<file path="src/rtl/io_bridge_pkg.sv">
// Shared address map, timer control bit positions and data width for the
// MaquinaSencilla I/O peripheral bank.
package io_bridge_pkg;

    localparam int DATA_W = 16;

    localparam logic [4:0] ADDR_OUT0     = 5'h00;
    localparam logic [4:0] ADDR_OUT1     = 5'h01;
    localparam logic [4:0] ADDR_OUT2     = 5'h02;
    localparam logic [4:0] ADDR_OUT3     = 5'h03;
    localparam logic [4:0] ADDR_IN_RAW   = 5'h04;
    localparam logic [4:0] ADDR_IN_EDGE  = 5'h05;
    localparam logic [4:0] ADDR_TMR_LOAD = 5'h06;
    localparam logic [4:0] ADDR_TMR_CNT  = 5'h07;
    localparam logic [4:0] ADDR_TMR_CTRL = 5'h08;
    localparam logic [4:0] ADDR_TMR_PRE  = 5'h09;

    localparam int CTRL_EN   = 0;
    localparam int CTRL_AUTO = 1;
    localparam int CTRL_FLAG = 2;

endpackage

</file>
<file path="src/rtl/io_timer.sv">
// Prescaled down-counter timer: the prescaler emits a tick every PRE+1 cycles
// while enabled; each tick decrements CNT or, at zero, raises FLAG and reloads/stops.
module io_timer
    import io_bridge_pkg::*;
(
    input  logic              clk,
    input  logic              rst_n,
    input  logic              wr_load,
    input  logic              wr_cnt,
    input  logic              wr_ctrl,
    input  logic              wr_pre,
    input  logic [DATA_W-1:0] wdata,
    output logic [DATA_W-1:0] load,
    output logic [DATA_W-1:0] cnt,
    output logic [DATA_W-1:0] ctrl,
    output logic [DATA_W-1:0] pre,
    output logic              irq
);

    logic [DATA_W-1:0] load_q, load_d;
    logic [DATA_W-1:0] cnt_q, cnt_d;
    logic [DATA_W-1:0] pre_q, pre_d;
    logic [DATA_W-1:0] pre_cnt_q, pre_cnt_d;
    logic              en_q, en_d;
    logic              auto_q, auto_d;
    logic              flag_q, flag_d;
    logic              tick;
    logic              flag_set;

    always_comb begin
        tick      = 1'b0;
        pre_cnt_d = '0;
        if (en_q) begin
            if (pre_cnt_q == pre_q) begin
                tick = 1'b1;
            end else begin
                pre_cnt_d = pre_cnt_q + 16'd1;
            end
        end

        load_d   = wr_load ? wdata : load_q;
        pre_d    = wr_pre  ? wdata : pre_q;
        cnt_d    = cnt_q;
        en_d     = en_q;
        auto_d   = auto_q;
        flag_set = tick && (cnt_q == '0);

        if (tick) begin
            if (cnt_q != '0) begin
                cnt_d = cnt_q - 16'd1;
            end else if (auto_q) begin
                cnt_d = load_q;
            end else begin
                en_d = 1'b0;
            end
        end

        // CPU writes take priority over the tick, except that a new FLAG survives W1C
        if (wr_cnt) begin
            cnt_d = wdata;
        end
        if (wr_ctrl) begin
            en_d   = wdata[CTRL_EN];
            auto_d = wdata[CTRL_AUTO];
        end
        flag_d = flag_set | (flag_q & ~(wr_ctrl & wdata[CTRL_FLAG]));
    end

    always_ff @(posedge clk or negedge rst_n) begin
        if (!rst_n) begin
            load_q    <= '0;
            cnt_q     <= '0;
            pre_q     <= '0;
            pre_cnt_q <= '0;
            en_q      <= 1'b0;
            auto_q    <= 1'b0;
            flag_q    <= 1'b0;
        end else begin
            load_q    <= load_d;
            cnt_q     <= cnt_d;
            pre_q     <= pre_d;
            pre_cnt_q <= pre_cnt_d;
            en_q      <= en_d;
            auto_q    <= auto_d;
            flag_q    <= flag_d;
        end
    end

    always_comb begin
        ctrl            = '0;
        ctrl[CTRL_EN]   = en_q;
        ctrl[CTRL_AUTO] = auto_q;
        ctrl[CTRL_FLAG] = flag_q;
    end

    assign load = load_q;
    assign cnt  = cnt_q;
    assign pre  = pre_q;
    assign irq  = flag_q;

endmodule

</file>
<file path="src/rtl/io_port_bridge.sv">
// I/O bus peripheral bank: address decode, output latches, synchronised inputs
// with sticky rising-edge flags, combinational read mux and the timer.
module io_port_bridge
    import io_bridge_pkg::*;
#(
    parameter int N_OUT       = 4,
    parameter int SYNC_STAGES = 2
) (
    input  logic                    clk,
    input  logic                    reset,
    input  logic [4:0]              dirport,
    input  logic [DATA_W-1:0]       outport,
    input  logic                    we,
    output logic [DATA_W-1:0]       inport,
    input  logic [DATA_W-1:0]       in_pins,
    output logic [N_OUT*DATA_W-1:0] out_pins,
    output logic                    irq
);

    logic [DATA_W-1:0] out_q  [N_OUT];
    logic [DATA_W-1:0] out_d  [N_OUT];
    logic [DATA_W-1:0] sync_q [SYNC_STAGES];
    logic [DATA_W-1:0] sync_d [SYNC_STAGES];
    logic [DATA_W-1:0] prev_q, prev_d;
    logic [DATA_W-1:0] edge_q, edge_d;
    logic [DATA_W-1:0] sync_now;
    logic [DATA_W-1:0] edge_det;
    logic [DATA_W-1:0] tmr_load, tmr_cnt, tmr_ctrl, tmr_pre;
    logic              wr_edge;

    assign sync_now = sync_q[SYNC_STAGES-1];
    assign edge_det = sync_now & ~prev_q;
    assign wr_edge  = we && (dirport == ADDR_IN_EDGE);

    always_comb begin
        sync_d[0] = in_pins;
        for (int s = 1; s < SYNC_STAGES; s++) begin
            sync_d[s] = sync_q[s-1];
        end
        prev_d = sync_now;
        // A fresh edge on a bit being cleared keeps that bit set
        edge_d = edge_det | (edge_q & ~(wr_edge ? outport : '0));
        for (int k = 0; k < N_OUT; k++) begin
            out_d[k] = (we && (dirport == ADDR_OUT0 + 5'(k))) ? outport : out_q[k];
        end
    end

    always_ff @(posedge clk or negedge reset) begin
        if (!reset) begin
            for (int s = 0; s < SYNC_STAGES; s++) begin
                sync_q[s] <= '0;
            end
            for (int k = 0; k < N_OUT; k++) begin
                out_q[k] <= '0;
            end
            prev_q <= '0;
            edge_q <= '0;
        end else begin
            for (int s = 0; s < SYNC_STAGES; s++) begin
                sync_q[s] <= sync_d[s];
            end
            for (int k = 0; k < N_OUT; k++) begin
                out_q[k] <= out_d[k];
            end
            prev_q <= prev_d;
            edge_q <= edge_d;
        end
    end

    io_timer u_timer (
        .clk     (clk),
        .rst_n   (reset),
        .wr_load (we && (dirport == ADDR_TMR_LOAD)),
        .wr_cnt  (we && (dirport == ADDR_TMR_CNT)),
        .wr_ctrl (we && (dirport == ADDR_TMR_CTRL)),
        .wr_pre  (we && (dirport == ADDR_TMR_PRE)),
        .wdata   (outport),
        .load    (tmr_load),
        .cnt     (tmr_cnt),
        .ctrl    (tmr_ctrl),
        .pre     (tmr_pre),
        .irq     (irq)
    );

    always_comb begin
        inport = '0;
        for (int k = 0; k < N_OUT; k++) begin
            if (dirport == ADDR_OUT0 + 5'(k)) begin
                inport = out_q[k];
            end
        end
        case (dirport)
            ADDR_IN_RAW:   inport = sync_now;
            ADDR_IN_EDGE:  inport = edge_q;
            ADDR_TMR_LOAD: inport = tmr_load;
            ADDR_TMR_CNT:  inport = tmr_cnt;
            ADDR_TMR_CTRL: inport = tmr_ctrl;
            ADDR_TMR_PRE:  inport = tmr_pre;
            default: ;
        endcase
    end

    always_comb begin
        for (int k = 0; k < N_OUT; k++) begin
            out_pins[k*DATA_W +: DATA_W] = out_q[k];
        end
    end

endmodule

</file>
<file path="config.mk">
export PLATFORM = sky130hd
export DESIGN_NAME = io_port_bridge
export DESIGN_NICKNAME = d
export VERILOG_FILES = /design/src/rtl/io_bridge_pkg.sv /design/src/rtl/io_timer.sv /design/src/rtl/io_port_bridge.sv
export SDC_FILE = /design/constraint.sdc
export NUM_CORES = 1
export LEC_CHECK = 0
export ABC_AREA = 1
export ABC_CLOCK_PERIOD_IN_PS = 4680
export BUFFER_PORTS_ARGS = -buffer_cell sky130_fd_sc_hd__clkbuf_2
export CAP_MARGIN = 20
export CORE_MARGIN = 2
export CORE_UTILIZATION = 45
export DETAILED_ROUTE_END_ITERATION = 16
export SLEW_MARGIN = 20
export SYNTH_ARGS = -nofsm -noshare
export SYNTH_HDL_FRONTEND = slang
export SYNTH_SLANG_ARGS = --single-unit
</file>
<file path="constraint.sdc">
create_clock -name clk -period 4.68 [get_ports clk]
set_input_delay 0 -clock clk [delete_from_list [all_inputs] [get_ports clk]]
set_output_delay 0 -clock clk [all_outputs]
set_load 0.01 [all_outputs]
</file>
==> results of run 1 <==
## flip-flops by register name, summed over array words and instances, names as in the netlist
| register | flops |
|---|---|
| sync_d | 16 |
| u_timer.pre | 16 |
| u_timer.en_q | 1 |
| edge_q | 16 |
| u_timer.auto_q | 1 |
| u_timer.irq | 1 |
| prev_d | 16 |
| out_pins | 64 |
| u_timer.load | 16 |
| prev_q | 16 |
| u_timer.cnt | 16 |
| u_timer.pre_cnt_q | 16 |
## placed cells by master (no fill, tap or decap), types with 3 or more instances in the layout
cell / netlist / final
nand2_1: 346 / 346
dfrtp_1: 195 / 195
o21ai_0: 122 / 122
clkbuf_2: 0 / 119
inv_1: 115 / 115
nand3_1: 89 / 89
nor2_1: 70 / 70
o21ai_1: 34 / 34
dlygate4sd3_1: 0 / 32
a21oi_1: 17 / 17
clkbuf_16: 0 / 17
o22ai_1: 16 / 16
nor3_1: 15 / 15
xor2_1: 9 / 9
inv_2: 8 / 8
o211ai_1: 8 / 8
nor2_4: 6 / 6
nor2_2: 6 / 6
a221oi_1: 5 / 5
inv_8: 0 / 4
nand4_1: 3 / 3
ha_1: 3 / 3
inv_6: 0 / 3
clkinv_4: 0 / 3
buf_4: 1 / 3
## stage by stage
step | std cells | hold WS [ps] | cell area [µm²] | setup slack (ps)
2_1_floorplan | 1118 | -296 | 9050 | 3000
3_3_place_gp | 1467 | 108 | 9830 | 2080
3_5_place_dp | 1468 | 110 | 9850 | 1960
4_1_cts | 1532 | 98.9 | 10700 | 1940
5_1_grt | 1532 | 146 | 10700 | 1640
6_report | 1532 | 102 | 10700 | 1900
## final cells by class
cell class / instances / area [µm²] / share of cell area (%)
sequential: 195 / 4880 / 45.4
multi-input combinational: 761 / 3530 / 32.8
timing repair buffer: 156 / 967 / 9.00
inverter: 123 / 462 / 4.30
clock buffer: 19 / 443 / 4.12
tap: 265 / 332 / 3.09
clock inverter: 13 / 135 / 1.26
## critical path, cell delays in order, from the launching register on
cell,delay (ps)
dfrtp_1,400
inv_1,190
ha_1,210
nand2_1,80
nor3_2,730
nand2_1,580
nand3_1,240
nand3_1,90
nand2_1,90
nand2_1,50
nand2_1,60
## power breakdown
group,internal (mW),switching (mW),leakage [nW],total (mW)
registers,1.96,0.269,2.40,2.23
clock network,0.725,0.719,0.286,1.44
logic,0.480,0.895,2.63,1.37
total,3.16,1.88,5.31,5.04
## metal layers
metal	GRT usage, %	part of all wire [%]	vias to the layer above
li1	-	-	3869
met1	38.2	46	3850
met2	40.4	46	257
met3	5.17	5.4	41
met4	9.07	2.7	0
met5	0	0	-
## cell families (layout without fill, tap and decap cells)
| logic type | after synthesis | in the layout |
|---|---|---|
| buffers and inverters | 162 | 311 |
| AO/OA/AOI/OAI | 204 | 204 |
| flip-flops | 195 | 195 |
| XOR/XNOR | 11 | 11 |
| AND/OR/NAND/NOR | 543 | 543 |
| adder cells (fa/ha/maj) | 3 | 3 |
## worst paths after layout
path                                 from              end  slack (ps)  cells past startpoint
setup / recovery           u_timer.cnt[0]  u_timer.cnt[12]        1900                     10
hold / removal                 outport[0]   u_timer.pre[0]         100                      3
setup reg to reg           u_timer.cnt[0]  u_timer.cnt[12]        1900                     10
hold reg to reg                 sync_d[4]        prev_d[4]         350                      0
max in group asynchronous           reset       edge_q[12]        3300                      3
min in group asynchronous           reset     out_pins[17]         220                      2
==> impl_metrics.tcl, run 1 <==
set metrics [dict create \
    slew_violations 0 \
    hold_viol 0 \
    yosys.area_share.simple_pct 25.5 \
    syn_area_mm2 0.00905 \
    dieArea_mm2 0.0213 \
    cts_setup_buffers 0 \
    cts_resized 0 \
    synth_top_family_by_area "simple AND/OR/NAND/NOR gates" \
    period_share_pct 59.4 \
    gr-total-overflow 0 \
    ir_drop_mv 0.332 \
    synth_top_area_share_pct 53.9 \
    wl_mm 27.4 \
    yosysUniqueCellTypes 32 \
    cp_data_arrival_time_ps 3160 \
    cellLeakagePower_nw 5.31 \
    maxCapViolCount 0 \
    yosysSeqAreaShare_pct 53.9 \
    synth_fa_ha_area_share_pct 0.415 \
    tightest_slew_ps 1010 \
    synth.most_common_cell "nand2_1" \
    rsz0062_at_grt "no" \
    die_y_um 146 \
    core_area_mm2 0.0196 \
    clock_sinks 195 \
    async_reset_ff_share_pct 100 \
    synth-compound-area-share_pct 12.0 \
    grtUsageTotal_pct 26.6 \
    pin_count 121 \
    status "completed" \
    synth_warnings 0 \
    syn-num-nets 1161 \
    synth_xor_area_share_pct 1.06 \
    wire_per_inst_um 17.9 \
    p_per_area_mw_per_mm2 470 \
    postSynthCellCount 1118 \
    cts_tree "done" \
    ctsHoldBuffers 32 \
    synth_area_per_cell_um2 8.10 \
    startpoint_type "flop" \
    critPathCaptureType "flop" \
    grt_max_degree 104 \
    area_delta_synth_final_pct 18.7 \
    ant_nets 0 \
    start_util_pct 46.2 \
    crit_type "reg -> reg" \
    dpl.hpwl_mm 19.6 \
    ys_ff_latch 195 \
    max_freq_mhz 360 \
    hold_class "in -> reg" \
    cp_data_required_time_ps 5060 \
    grt_pass1_vias 7615 \
    nNetsFinal 1297 \
    ys_top_cells_by_count "346 x nand2_1, 195 x dfrtp_1, 122 x o21ai_0" \
    ys.flop_type "dfrtp_1" \
    clk_pin_slew_ps 70 \
    rows 51 \
    power_mw 5.05 \
    clk_latency_ps 440 \
    setup_tns_ps 0 \
    period_needed_ps 2780 \
    vias 8017 \
    tritoncts.num_buffers 17 \
    synth_edf_count 0 \
    io_buffers 120 \
    fillers 1903 \
    synth.mux.area_fraction_pct 0 \
    root_buffer "clkbuf_16" \
    diodes 0 \
    die_width_um 146 \
    cts_max_path_buffers 2 \
    yosys-top-cells-area "dfrtp_1 54%, nand2_1 14%, o21ai_0 6.7%, nand3_1 4.9%, inv_1 4.8%" \
    dr.pass1.iters 6 \
    drtIter0Drc 706 \
    path_max_fanout 13 \
    drive_gt1_share_pct 14.4 \
    gp_congestion 0.914 \
    setup_viol_count_final 0 \
    final_util_pct 54.9 \
    htree_levels 4 \
    finClkSkew_ps 9.91 \
    grt_pass1_wl_mm 43.6 \
    grt_antenna_before_repair 0 \
    max_slew_margin_pct 32.2 \
    route.detailed.drc 0 \
    synth_area_leader_cell "dfrtp_1" \
    vias_per_cell 5.23 \
]
(Power assumes the default switching activity.)
==> run 2: changes to the inputs <==
ABC_CLOCK_PERIOD_IN_PS = 2500   (was 4680)
PLACE_DENSITY = 0.67   (was not set)
clock period = 2.5 ns   (was 4.68 ns; I/O delays follow)
==> run 2 against run 1 <==
Net effect:
- sequential power grew 87%
- sequential share of layout area fell by 0.57 points
- global-route usage is 0.60 points lower
- hold slack got worse by 60 ps
- clock skew decreased by 4.3 ps
- critical path type unchanged
- first-iteration DRC count rose by 4.4%
- power grew 87%
- clock power is 85% higher
==> impl_metrics.tcl, run 2 (synthesis results as in run 1) <==
set metrics [dict create \
    vias 8234 \
    wl_met3_mm 1.50 \
    maxCapViolCount 0 \
    startpoint_type "flop" \
    p_int_mw 5.91 \
    final_cell_mix "346 x nand2_1, 195 x dfrtp_1, 122 x o21ai_0, 119 x clkbuf_2, 115 x inv_1" \
    max_freq_mhz 455 \
    setup_tns_ps 0 \
    route.detailed.drc 0 \
    dpl.hpwl_mm 19.8 \
    largest_reg_flops 64 \
    seq_power_share_pct 44.1 \
    tritoncts.num_buffers 17 \
    period_needed_ps 2200 \
    cellLeakagePower_nw 5.39 \
    tightest_slew_ps 719 \
    drtIter0Drc 737 \
    htree_levels 4 \
    max_slew_margin_pct 52.0 \
    finClkSkew_ps 5.58 \
    area_delta_synth_final_pct 20.2 \
    critPathCaptureType "flop" \
    final_cells 1548 \
    switching_share_pct 37.4 \
    maxUsedRoutingLayer "met4" \
    wl_mm 27.2 \
    clk_pin_slew_ps 80 \
    ant_nets 0 \
    grtUsageTotal_pct 26.0 \
    grt_max_degree 77 \
    placed_cells 1484 \
    grt_pass1_wl_mm 43.1 \
    io_buffers 120 \
    final_common_cell "nand2_1" \
    grt_pass1_vias 7683 \
    status "completed" \
    start_util_pct 46.2 \
    nNetsFinal 1313 \
    hold_class "in -> reg" \
    drive_gt1_share_pct 15.5 \
    p_per_area_mw_per_mm2 868 \
    die_width_um 146 \
    cts_setup_buffers 0 \
    ir_drop_mv 0.628 \
    cp_data_required_time_ps 2880 \
    rows 51 \
    dr.pass1.iters 8 \
    rsz0062_at_grt "no" \
    power_frac_comb_pct 27.7 \
    vias_per_cell 5.32 \
    pwr-share-clk_pct 28.2 \
    clock_sinks 195 \
    clk_latency_ps 440 \
    cp_data_arrival_time_ps 2580 \
    fillers 1830 \
    path_max_fanout 12 \
    die_y_um 146 \
    cts_tree "done" \
    cts_max_path_buffers 2 \
    slew_violations 0 \
    core_area_mm2 0.0196 \
    p_sw_mw 3.54 \
    wl_met2_mm 12.7 \
    crit_type "reg -> reg" \
    setup_viol_count_final 0 \
    gr-total-overflow 0 \
    diodes 0 \
    period_share_pct 87.8 \
    dieArea_mm2 0.0213 \
    pin_count 121 \
    wl_met1_mm 12.0 \
    gp_congestion 0.949 \
    root_buffer "clkbuf_16" \
    grt_antenna_before_repair 0 \
    hold_viol 0 \
    wire_per_inst_um 17.6 \
]
[run 2: power groups by stage]
stage	Combinational, mW	Sequential, mW	Clock [mW]
finish	2.61	4.17	2.66
global route	2.96	4.23	2.82
CTS	2.60	4.15	2.68
detailed placement	2.53	4.20	0
global placement	2.51	4.18	0
floorplan	1.63	4.17	0
[run 2: worst paths after layout]
path / depth (start not counted) / slack, ps / from / end
setup / recovery: 10 / 300 / u_timer.cnt[0] / u_timer.cnt[9]
hold / removal: 3 / 40 / outport[0] / out_pins[0]
setup reg to reg: 10 / 300 / u_timer.cnt[0] / u_timer.cnt[9]
hold reg to reg: 0 / 350 / sync_d[14] / prev_d[14]
max in group asynchronous: 3 / 1610 / reset / u_timer.cnt[5]
min in group asynchronous: 2 / 130 / reset / out_pins[50]
[run 2: critical path, cell delays in order, from the launching register on]
cell and delay (ps):
dfrtp_1 400, inv_1 190, ha_1 220, nand2_1 90, nor3_2 320, nand2_1 410, nand3_1 230, nand3_1 90
nand2_1 90, nand2_1 50, nand2_1 60
[run 2: timing repair]
item                                   4_1_cts  5_1_grt
hold buffers                                32        0
gates resized for setup                      0        0
endpoints found under the hold margin      106        0
[run 2: final cells by class]
| cell class | count | area [µm²] | share of cell area (%) |
|---|---|---|---|
| Timing Repair Buffer | 172 | 1120 | 10.3 |
| Multi-Input combinational cell | 761 | 3530 | 32.4 |
| Clock inverter | 15 | 140 | 1.29 |
| Inverter | 123 | 462 | 4.24 |
| Sequential cell | 195 | 4880 | 44.8 |
| Clock buffer | 17 | 425 | 3.91 |
| Tap cell | 265 | 332 | 3.05 |
[run 2: metal layers]
metal,GRT usage [%],vias to the layer above
li1,-,3904
met1,36.4,3984
met2,41.3,291
met3,3.92,55
met4,9.31,0
met5,0,-
[run 2: metrics by stage]
stage          utilization, %  setup WS (ps)  hold slack, ps  cell area (µm²)  total power [mW]
3_3_place_gp             51.0            446            61.7            10000              6.70
6_report                 55.6            304            41.9            10900              9.44
2_1_floorplan               -            825            -296             9050              5.81
3_5_place_dp             51.0            392            58.0            10000              6.74
5_1_grt                  55.6            104            73.0            10900              10.0
4_1_cts                  55.6            340            32.8            10900              9.43
